$ cat config.mk
export PLATFORM = sky130hd
export DESIGN_NAME = wb_simple_master
export DESIGN_NICKNAME = d
export VERILOG_FILES = /design/src/rtl/wb_simple_master.sv
export SDC_FILE = /design/constraint.sdc
export NUM_CORES = 1
export LEC_CHECK = 0
export ABC_AREA = 1
export CORE_ASPECT_RATIO = 1.1
export CORE_MARGIN = 2
export CORE_UTILIZATION = 47
export DETAILED_ROUTE_END_ITERATION = 12
export PLACE_DENSITY = 0.95
export SLEW_MARGIN = 20
export SYNTH_ARGS = -nofsm -noshare
export SYNTH_HDL_FRONTEND = slang
export SYNTH_SLANG_ARGS = --single-unit
$ cat constraint.sdc
create_clock -name clk_i -period 2.56 [get_ports clk_i]
set_input_delay 0.384 -clock clk_i [delete_from_list [all_inputs] [get_ports clk_i]]
set_output_delay 0.384 -clock clk_i [all_outputs]
set_load 0.1 [all_outputs]
$ cat src/rtl/wb_simple_master.sv
// -----------------------------------------------------------------------------
// wb_simple_master
//
// Single-outstanding Wishbone B4 (pipelined) initiator. Each command taken on
// the valid/ready request port becomes exactly one Wishbone read or write.
// The result comes back as one word on the valid/ready response port.
// Stall, err/rty/ack termination, a bounded number of re-issues after rty and
// an ack timeout are all handled here.
//
// Ports
//   clk_i, rst_n_i        clock; asynchronous active-low reset
//   req_valid_i/ready_o   command handshake (accepted when valid & ready)
//   req_we_i              1 = write, 0 = read
//   req_adr_i             byte address
//   req_dat_i, req_sel_i  write data and byte enables
//   rsp_valid_o/ready_i   response handshake (consumed when valid & ready)
//   rsp_dat_o             read data; 0 for writes and for errors
//   rsp_err_o             ended with err, retry exhaustion or timeout
//   rsp_timeout_o         the error was caused by the ack timeout
//   wb_*_o                Wishbone master outputs (cyc/stb registered)
//   wb_*_i                Wishbone slave responses
// -----------------------------------------------------------------------------
module wb_simple_master #(
   parameter int unsigned ADDR_WIDTH = 32,
   parameter int unsigned DATA_WIDTH = 32,   // multiple of 8
   parameter int unsigned TIMEOUT    = 255,  // 1..65535 WAIT cycles
   parameter int unsigned MAX_RETRY  = 3     // re-issues allowed after rty
) (
   input  logic                    clk_i,
   input  logic                    rst_n_i,
   // command port
   input  logic                    req_valid_i,
   output logic                    req_ready_o,
   input  logic                    req_we_i,
   input  logic [ADDR_WIDTH-1:0]   req_adr_i,
   input  logic [DATA_WIDTH-1:0]   req_dat_i,
   input  logic [DATA_WIDTH/8-1:0] req_sel_i,
   // response port
   output logic                    rsp_valid_o,
   input  logic                    rsp_ready_i,
   output logic [DATA_WIDTH-1:0]   rsp_dat_o,
   output logic                    rsp_err_o,
   output logic                    rsp_timeout_o,
   // Wishbone master
   output logic                    wb_cyc_o,
   output logic                    wb_stb_o,
   output logic                    wb_we_o,
   output logic [ADDR_WIDTH-1:0]   wb_adr_o,
   output logic [DATA_WIDTH/8-1:0] wb_sel_o,
   output logic [DATA_WIDTH-1:0]   wb_dat_o,
   input  logic                    wb_ack_i,
   input  logic                    wb_err_i,
   input  logic                    wb_rty_i,
   input  logic                    wb_stall_i,
   input  logic [DATA_WIDTH-1:0]   wb_dat_i
);

   localparam int unsigned SEL_W   = DATA_WIDTH / 8;
   localparam int unsigned RETRY_W = (MAX_RETRY > 0) ? $clog2(MAX_RETRY + 1) : 1;
   localparam int unsigned TMO_W   = 16;

   localparam logic [RETRY_W-1:0] RETRY_MAX = RETRY_W'(MAX_RETRY);
   // The counter starts at 0 in the first WAIT cycle, so the last permitted
   // WAIT cycle sees TIMEOUT-1.
   localparam logic [TMO_W-1:0]   TMO_LAST  = TMO_W'(TIMEOUT - 1);

   typedef enum logic [2:0] {
      ST_IDLE,
      ST_STROBE,
      ST_WAIT,
      ST_GAP,
      ST_RESP
   } state_t;

   state_t                state_q, state_d;

   logic                  cmd_we_q,  cmd_we_d;
   logic [ADDR_WIDTH-1:0] cmd_adr_q, cmd_adr_d;
   logic [DATA_WIDTH-1:0] cmd_dat_q, cmd_dat_d;
   logic [SEL_W-1:0]      cmd_sel_q, cmd_sel_d;

   logic [RETRY_W-1:0]    retry_q, retry_d;
   logic [TMO_W-1:0]      tmo_q,   tmo_d;

   logic [DATA_WIDTH-1:0] rsp_dat_q, rsp_dat_d;
   logic                  rsp_err_q, rsp_err_d;
   logic                  rsp_tmo_q, rsp_tmo_d;

   logic                  cyc_q, cyc_d;
   logic                  stb_q, stb_d;

   // -------------------------------------------------------------------------
   // Next-state and datapath logic
   // -------------------------------------------------------------------------
   always_comb begin
      // NOTE: every signal driven here gets a default first, so no path
      // through the case statement can leave one unassigned and infer a latch.
      state_d   = state_q;
      cmd_we_d  = cmd_we_q;
      cmd_adr_d = cmd_adr_q;
      cmd_dat_d = cmd_dat_q;
      cmd_sel_d = cmd_sel_q;
      retry_d   = retry_q;
      tmo_d     = tmo_q;
      rsp_dat_d = rsp_dat_q;
      rsp_err_d = rsp_err_q;
      rsp_tmo_d = rsp_tmo_q;

      unique case (state_q)
         ST_IDLE: begin
            if (req_valid_i) begin
               cmd_we_d  = req_we_i;
               cmd_adr_d = req_adr_i;
               cmd_dat_d = req_dat_i;
               cmd_sel_d = req_sel_i;
               retry_d   = '0;
               tmo_d     = '0;
               state_d   = ST_STROBE;
            end
         end

         // Terminations count in the strobe acceptance cycle (STROBE with no
         // stall) and in every WAIT cycle; err beats rty beats ack.
         ST_STROBE, ST_WAIT: begin
            if ((state_q == ST_STROBE) && wb_stall_i) begin
               state_d = ST_STROBE;
            end else if (wb_err_i) begin
               rsp_err_d = 1'b1;
               state_d   = ST_RESP;
            end else if (wb_rty_i) begin
               if (retry_q < RETRY_MAX) begin
                  retry_d = retry_q + RETRY_W'(1);
                  state_d = ST_GAP;
               end else begin
                  rsp_err_d = 1'b1;
                  state_d   = ST_RESP;
               end
            end else if (wb_ack_i) begin
               rsp_dat_d = cmd_we_q ? '0 : wb_dat_i;
               state_d   = ST_RESP;
            end else if (state_q == ST_STROBE) begin
               state_d = ST_WAIT;
            end else if (tmo_q == TMO_LAST) begin
               rsp_err_d = 1'b1;
               rsp_tmo_d = 1'b1;
               state_d   = ST_RESP;
            end else begin
               tmo_d = tmo_q + TMO_W'(1);
            end
         end

         // One idle cycle with cyc low, then a full re-issue with a fresh
         // timeout window.
         ST_GAP: begin
            tmo_d   = '0;
            state_d = ST_STROBE;
         end

         // Response words are cleared on the handshake so the response port
         // reads all-zero while idle.
         ST_RESP: begin
            if (rsp_ready_i) begin
               rsp_dat_d = '0;
               rsp_err_d = 1'b0;
               rsp_tmo_d = 1'b0;
               state_d   = ST_IDLE;
            end
         end

         default: state_d = ST_IDLE;
      endcase
   end

   // cyc/stb are flops fed from the next state, so no Wishbone input reaches
   // a Wishbone output within the same cycle and cyc falls on RESP entry.
   assign cyc_d = (state_d == ST_STROBE) || (state_d == ST_WAIT);
   assign stb_d = (state_d == ST_STROBE);

   // -------------------------------------------------------------------------
   // State registers
   // -------------------------------------------------------------------------
   always_ff @(posedge clk_i or negedge rst_n_i) begin
      // NOTE: the datapath registers are reset along with the FSM so every
      // output is a known 0 out of reset, not just the control bits.
      if (!rst_n_i) begin
         state_q   <= ST_IDLE;
         cmd_we_q  <= 1'b0;
         cmd_adr_q <= '0;
         cmd_dat_q <= '0;
         cmd_sel_q <= '0;
         retry_q   <= '0;
         tmo_q     <= '0;
         rsp_dat_q <= '0;
         rsp_err_q <= 1'b0;
         rsp_tmo_q <= 1'b0;
         cyc_q     <= 1'b0;
         stb_q     <= 1'b0;
      end else begin
         // NOTE: non-blocking assignments here so every flop samples the
         // values from before this edge, independent of statement order.
         state_q   <= state_d;
         cmd_we_q  <= cmd_we_d;
         cmd_adr_q <= cmd_adr_d;
         cmd_dat_q <= cmd_dat_d;
         cmd_sel_q <= cmd_sel_d;
         retry_q   <= retry_d;
         tmo_q     <= tmo_d;
         rsp_dat_q <= rsp_dat_d;
         rsp_err_q <= rsp_err_d;
         rsp_tmo_q <= rsp_tmo_d;
         cyc_q     <= cyc_d;
         stb_q     <= stb_d;
      end
   end

   // -------------------------------------------------------------------------
   // Outputs
   // -------------------------------------------------------------------------
   assign req_ready_o   = (state_q == ST_IDLE);
   assign rsp_valid_o   = (state_q == ST_RESP);
   assign rsp_dat_o     = rsp_dat_q;
   assign rsp_err_o     = rsp_err_q;
   assign rsp_timeout_o = rsp_tmo_q;

   assign wb_cyc_o = cyc_q;
   assign wb_stb_o = stb_q;
   assign wb_we_o  = cmd_we_q;
   assign wb_adr_o = cmd_adr_q;
   assign wb_sel_o = cmd_sel_q;
   assign wb_dat_o = cmd_dat_q;

endmodule

=== Yosys cells after proc, flatten, opt, wreduce, memory -nomap -nowiden ===
Index checks and enable logic that the tools add are counted.

* Magnitude comparators: 1
* Reductions and logical operators: 13
* Mux-type cells: 44
* Eq/ne operators: 23
* Add/subtract/negate cells: 2

{| class="wikitable"
|+ Operators by type and width
! cell !! number
|-
| 2-to-1 mux 32 bit || 6
|-
| 2-to-1 mux 16 bit || 7
|-
| one-hot mux 32 bit (2 select lines) || 1
|-
| one-hot mux 16 bit (3 select lines) || 1
|-
| 2-to-1 mux 3 bit || 9
|-
| inequality test 2 bit (second input constant) || 11
|-
| adder 16 x 1 -> 16 bit (second input constant) || 1
|-
| == test 16 x 8 -> 1 bit (second input constant) || 1
|-
| inequality test 4 bit (second input constant) || 4
|-
| AND reduction 8 bit || 2
|-
| one-hot mux 3 bit (4 select lines) || 1
|-
| AND reduction 6 bit || 2
|-
| 2-to-1 mux 1 bit || 11
|-
| 2-to-1 mux 2 bit || 5
|-
| == test 3 x 2 -> 1 bit (second input constant) || 3
|-
| AND reduction 7 bit || 1
|-
| == test 3 x 1 -> 1 bit (second input constant) || 2
|-
| one-hot mux 1 bit (2 select lines) || 2
|-
| one-hot mux 2 bit (2 select lines) || 1
|-
| nonzero test 2 bit || 2
|-
| == test 3 bit (second input constant) || 1
|-
| zero test 3 bit || 1
|-
| nonzero test 3 bit || 1
|-
| adder 2 x 1 -> 2 bit (second input constant) || 1
|-
| other kinds (6) || 6
|}

* Bits in registers: 126
* Word-level logic and storage cells: 95

=== Longest topological paths before layout ===
Gate-level depths: netlist (run 1).

* Depth in word-level cells: 10
* Depth in mapped cells: 13
* Mapped depth without buffers: 13

=== Least setup slack after synthesis (run 1) ===
OpenSTA, ideal clock, no wires.

* Path type: flip-flop to flip-flop
* Start: register state_q[1]
* End: register cmd_we_q, in the netlist wb_we_o
* Buffers on the path: 1
* Slack: 413 ps
* Arrival: 2021 ps
* Clock period less this slack: 2147 ps
* Library setup time: 126 ps
* Cell stages (with the launch flop): 7
* Data required time: 2434 ps
* Cells stage by stage: dfrtp_1 nor2_2 nand2_1 inv_1 nand2_1 buf_2 mux2_2

* Cells in the longest elaborated chain, start to end: 2

{| class="wikitable"
|+ RTL lines
! what !! RTL line !! source
|-
| from (decl) || 75 || <nowiki>state_t state_q, state_d;</nowiki>
|-
| from (signal assigned) || 201 || <nowiki>state_q <= state_d;</nowiki>
|-
| zero test 3 bit || -- ||
|-
| named net req_ready_o || 33 || <nowiki>output logic req_ready_o,</nowiki>
|-
| AND reduction 2 bit (no line) || -- ||
|-
| to (signal assigned) || 202 || <nowiki>cmd_we_q <= cmd_we_d;</nowiki>
|-
| to (decl) || 77 || <nowiki>logic cmd_we_q, cmd_we_d;</nowiki>
|}

The timed path passes the listed nets, and every way through them passes these cells.
A chain may end at the register's enable or synchronous reset.

=== Worst setup path after layout (run 1) ===
* Start: register state_q[1]
* End: register tmo_q[14]

* Cells in the longest elaborated chain, start to end: 4
* Elaborated cells on any way between the ends: 16
* Those cells by class: 10 x eq/ne; 1 x mux; 5 x reduce/logical

{| class="wikitable"
|+ RTL lines
! what !! RTL line !! source
|-
| == test 3 x 1 -> 1 bit / == test 3 x 2 -> 1 bit (equally long branches) || 109, 125, 141 ||
|-
| OR reduction 2 bit / logical AND 1 bit (equally long branches) || 109, 125 ||
|-
| inequality test 2 bit (no line) / nonzero test 3 bit (equally long branches) || -- ||
|-
| AND reduction 8 bit (no line) || -- ||
|-
| to (signal assigned) || 207 || <nowiki>tmo_q <= tmo_d;</nowiki>
|-
| to (decl) || 83 || <nowiki>logic [TMO_W-1:0] tmo_q, tmo_d;</nowiki>
|}

Several ways; a longest one is shown, not always the timed one.

==> impl_metrics.ini, run 1 <==
[floorplanning]
die_h_um = 118
ioPinCount = 216
die_area_um2 = 12700
core_um2 = 11500
placementRows = 41
die_x_um = 107
initial_core_util_pct = 48.2

[clocking]
clk_path_buf_depth = 2
clkSinkCount = 126
post_cts.repair.setup_buffers = 0
root_buffer = clkbuf_16
clock_latency_ns = 0.41
h-tree-depth = 4
clk_pin_slew_worst_paths_ns = 0.06
cts-buffers-inserted = 17
cts_tree = yes

[global_route]
antenna_found_initial = 0
grt_usage_pct = 24.3
grt_max_degree = 71
grt_pass1_vias = 4810
grt_pass1_wl_um = 24100
grt_overflow = 0

[placed_design]
portBuffers = 215
place_hpwl_um = 11000
place_congestion = 0.891
post-place-cells = 888

[sta]
setup-tns-final_ns = 0
post-route-min-period_ns = 2.16
hold_violations = 0
report.final.slew_viol_count = 0
worstMarginPinSlew_ns = 0.484
slew-limit-headroom_pct = 67.7
fin_crit_sh_pct = 84.2
rsz0062_at_grt = no
fmax_ghz = 0.464
finalSetupViolations = 0
finClkSkew_ns = 0.00575

[drt]
vias = 4768
drc = 0
wire_per_inst_um = 16.5
wl_met2_um = 7780
met1Wirelength_um = 5730
wirelength_um = 15200
ant_nets = 0
met3WireLength_um = 1320
vias_per_cell = 5.18
top_layer_used = met4
drt_iter0_markers = 393
dr.pass1.iters = 5

[cells_and_area]
area.growth.synth_to_final_pct = 50.0
layout.cells.non_filler = 921
fillers = 747
antenna_cells_inserted = 0
fin_util_pct = 72.2
layout-drive-gt1-share_pct = 29.6
finalNetCount = 870

[critical_path]
cp-start-kind = flop
cp.required_ns = 2.86
cp_max_fo = 14
critical_path_class = reg2reg
cp.arrival_ns = 2.46
setup.worst_path.end_class = flop

[yosys]
synth.distinct_cells = 28
synth_area_um2 = 5530
syn_area_per_cell_um2 = 10.3
synth_fp_nets = 647
syn-instance-count = 535
synth_warnings = 0
ys_ff_latch = 126
yosysSeqAreaShare_pct = 57.0

[hold_path]
min_path_type = in2async

[run_status]
outcome = completed

[flow_run]
maxCapViolations = 0
==> cell usage in the layout, fill, tap and decap left out, drive strengths merged, types with 3 or more instances in the layout <==
master,instances
dfrtp,126
buf,116
clkdlybuf4s50,107
nand2,73
inv,71
mux2,69
nand3,55
o21ai,50
nor2,36
clkbuf,20
xor2,12
nor3,9
bufinv,6
a21oi,4
clkinv,4
ha,3
==> path summary, 6_finish.rpt <==
kind / startpoint / end / slack [ns] / cells after the start
worst min-delay path: rst_n_i / rsp_dat_o[12] / 0.48 / 2
worst max register to register: state_q[1] / tmo_q[14] / 0.40 / 8
worst max-delay path: state_q[1] / tmo_q[14] / 0.40 / 8
worst min register to register: rsp_timeout_o / rsp_timeout_o / 0.50 / 1
min in group clk_i: rsp_timeout_o / rsp_timeout_o / 0.50 / 1
max in group asynchronous: rst_n_i / state_q[0] / 1.27 / 3
==> cell usage after synthesis <==
cell      number  area [µm²]
nand2_2        1        6.26
clkbuf_2       1        5.00
o21a_1         1        7.51
dfrtp_1      126        3150
nor3_1         7        35.0
a21boi_0       2        15.0
nand3b_1       1        7.51
xor2_1        12         105
nand3_1       55         275
ha_1           3        37.5
inv_2          3        11.3
nor2_2         2        12.5
inv_1         66         248
nor2_4         1        11.3
nand2_1       72         270
buf_4          3        22.5
a21oi_1        4        20.0
a211oi_1       1        7.51
nor2_1        33         124
o21ai_1        6        30.0
nand4_1        2        12.5
or2_2          1        6.26
clkbuf_1       4        15.0
o22ai_1        1        6.26
o21ai_0       44         220
buf_2         12        60.1
nor3_4         2        32.5
mux2_2        69         777
==> critical path, cell delays in order, from the launching register on <==
cell and delay (ns):
dfrtp_1 0.44, nor2_2 0.22, nor2_2 0.07, inv_1 0.37, nor2_1 0.15, nor3_4 0.38
buf_4 0.23, nand3_1 0.08, o21ai_0 0.12
==> state kept, by name, summed over array words and instances (netlist names) <==
signal and count:
tmo_q 16, wb_stb_o 1, retry_q 2, rsp_err_o 1
wb_we_o 1, wb_dat_o 32, wb_adr_o 32, wb_sel_o 4
state_q 3, wb_cyc_o 1, rsp_dat_o 32, rsp_timeout_o 1
==> cell type report <==
cell class | count | area, µm² | area share (%)
Inverter | 69 | 259 | 3.12
Sequential cell | 126 | 3150 | 38.0
Clock buffer | 20 | 457 | 5.50
Tap cell | 150 | 188 | 2.26
Multi-Input combinational cell | 320 | 2020 | 24.4
Clock inverter | 12 | 231 | 2.79
Timing Repair Buffer | 224 | 1990 | 24.0
==> kinds of logic after synthesis <==
group / synth area share (%)
adder cells (fa/ha/maj): 0.678
multiplexers: 14.0
flip-flops: 57.0
XOR/XNOR: 1.90
AO/OA/AOI/OAI: 5.54
buffers and inverters: 6.53
AND/OR/NAND/NOR: 14.3
==> what timing repair did <==
item | in CTS | in global routing
endpoints found under the hold margin | 32 | 0
hold buffers | 1 | 0
resized for setup | 0 | 0
==> through the flow <==
step	setup slack [ns]	hold WS (ns)	instance area, µm²
2_1_floorplan	0.413	0.0884	5530
3_3_place_gp	0.564	0.353	7600
3_5_place_dp	0.445	0.362	7600
4_1_cts	0.457	0.482	8300
5_1_grt	0.254	0.498	8300
6_report	0.404	0.481	8300
==> metal layers <==
layer / vias to the layer above / GRT usage [%]
met5: - / 0
met4: 0 / 8.09
met3: 31 / 7.92
met2: 243 / 42.4
met1: 2287 / 27.8
li1: 2207 / -
Power of run 1 is not shown: default switching activity piles up to over one toggle a cycle in this logic, so the estimate is an artifact.
==> run 2: changes to the inputs <==
--- a/config.mk
+++ b/config.mk
@@ -8,9 +8,9 @@
 export ABC_AREA = 1
 export CORE_ASPECT_RATIO = 1.1
 export CORE_MARGIN = 2
-export CORE_UTILIZATION = 47
+export CORE_UTILIZATION = 44
 export DETAILED_ROUTE_END_ITERATION = 12
-export PLACE_DENSITY = 0.95
+export PLACE_DENSITY = 0.91
 export SLEW_MARGIN = 20
 export SYNTH_ARGS = -nofsm -noshare
 export SYNTH_HDL_FRONTEND = slang
==> constraint.sdc (replaced) <==
create_clock -name clk_i -period 2.21 [get_ports clk_i]
set_input_delay 0.3315 -clock clk_i [delete_from_list [all_inputs] [get_ports clk_i]]
set_output_delay 0.3315 -clock clk_i [all_outputs]
set_load 0.1 [all_outputs]
==> run 2 against run 1 <==
Net effect: the run now ends with negative hold slack left; global-route usage is 1.6 points lower; via count decreased by 1.4%; first-iteration DRC count decreased by 24%; sequential share of layout area grew 0.13 points; final area is 0.35% lower; maximum frequency up 8.1%; clock-buffer cell count rose by 2; sequential cell count did not move; worst hold slack worse by 0.50 ns; critical endpoint is now tmo_q[5]; largest cell class unchanged.
==> impl_metrics.ini, run 2 (synthesis results as in run 1) <==
[sta]
report.final.slew_viol_count = 0
hold_ws_ns = -0.0194
finClkSkew_ns = 0.00424
finalSetupViolations = 0
fmax_ghz = 0.502
worstMarginPinSlew_ns = 0.752
slew-limit-headroom_pct = 49.8
post-route-min-period_ns = 1.99
rsz0062_at_grt = no
hold_violations = 6
fin_crit_sh_pct = 90.2
setup-tns-final_ns = 0

[drt]
wire_per_inst_um = 16.2
ant_nets = 0
vias = 4699
wirelength_um = 15000
dr.pass1.iters = 5
vias_per_cell = 5.08
drc = 0
drt_iter0_markers = 298

[cells_and_area]
mostFrequentLayoutCells = 126 x dfrtp_1, 111 x buf_4, 107 x clkdlybuf4s50_1
finalNetCount = 870
layout-drive-gt1-share_pct = 29.6
fillers = 886
antenna_cells_inserted = 0
multi_input_area_um2 = 2030
design_area_um2 = 8270
final_common_cell = dfrtp_1
area.growth.synth_to_final_pct = 49.5
fin_util_pct = 68.2
seq_area_um2 = 3150

[global_route]
top_usage_layer = met2
grt_usage_pct = 22.7
grt_overflow = 0
grtUsageMet2_pct = 39.1
grt_pass1_vias = 4847
gr-usage-met3_pct = 4.98
grt_max_degree = 127
antenna_found_initial = 0
gr-usage-met1_pct = 26.4
grt_pass1_wl_um = 24200

[clocking]
post_cts.repair.setup_buffers = 0
cts-buffers-inserted = 17
cts_tree = yes
holdBufCountCts = 0
clk_path_buf_depth = 2
h-tree-depth = 4
clkSinkCount = 126
clk_pin_slew_worst_paths_ns = 0.05
root_buffer = clkbuf_16
clock_latency_ns = 0.41

[run_status]
outcome = finished, violations left
violations = negative hold slack

[placed_design]
dpl_cell_area_um2 = 7660
place_congestion = 0.935
place_hpwl_um = 10900
portBuffers = 215

[critical_path]
cp.required_ns = 2.50
cp_max_fo = 12
cp.arrival_ns = 2.29
cp-start-kind = flop
setup.worst_path.end_class = flop
critical_path_class = reg2reg

[floorplanning]
initial_core_util_pct = 45.6
core_um2 = 12100
die_area_um2 = 13500
placementRows = 42
ioPinCount = 216
die_h_um = 122
die_x_um = 111

[hold_path]
min_path_type = in2async

[flow_run]
maxCapViolations = 0
## run 2: cell types whose count changed in the layout (fill, tap and decap cells not counted), moves of 2 or more
cell,previous run,this run
buf_12,3,6
clkinv_4,3,1
buf_4,113,111
nor2_2,3,1
clkinv_2,1,4
nor2_4,1,3
bufinv_16,6,3
## run 2: area by class of cell
cell class                 count  area share, %
tap                          154           2.33
sequential                   126           38.1
clock buffer                  22           5.73
multi-input combinational    320           24.6
clock inverter                10           1.63
inverter                      69           3.13
timing repair buffer         224           24.5
## run 2: metrics by stage
step,instances,worst slack [ns],hold WS [ns]
after global routing,925,0.00599,0.0787
after global placement,893,0.188,0.470
after detailed placement,893,0.223,0.473
after CTS,925,0.145,0.0534
final,925,0.216,-0.0194
after floorplan,535,0.0628,0.0359
## run 2: what timing repair did
action	4_1_cts	5_1_grt
resized for setup	0	1
endpoints found under the setup margin	0	14
hold endpoints to repair	0	0
## run 2: path summary, 6_finish.rpt
check | startpoint | end | slack (ns) | cells past startpoint
worst min register to register | rsp_err_o | rsp_err_o | 0.48 | 2
max in group asynchronous | rst_n_i | rsp_dat_o[12] | 1.70 | 2
worst max register to register | state_q[1] | tmo_q[5] | 0.22 | 10
worst min-delay path | rst_n_i | rsp_dat_o[5] | -0.02 | 2
worst max-delay path | state_q[1] | tmo_q[5] | 0.22 | 10
min in group clk_i | rsp_err_o | rsp_err_o | 0.48 | 2
## run 2: worst max-delay path, cell delays in order (launching register included)
cell     delay, ns
dfrtp_1       0.43
nor2_2        0.25
nor2_4        0.12
nand2_1       0.08
nand2_2       0.08
inv_1         0.06
nand2_1       0.11
nor3_4        0.41
inv_2         0.16
nand2_1       0.10
o21ai_0       0.07
## run 2: metal layers
layer  up-vias  part of all wire, %
met1      2258                   38
met5         -                    0
met2       202                   52
met4         0                  4.3
met3        50                  5.8
li1       2189                    -
Power of run 2 is left out for the same reason.
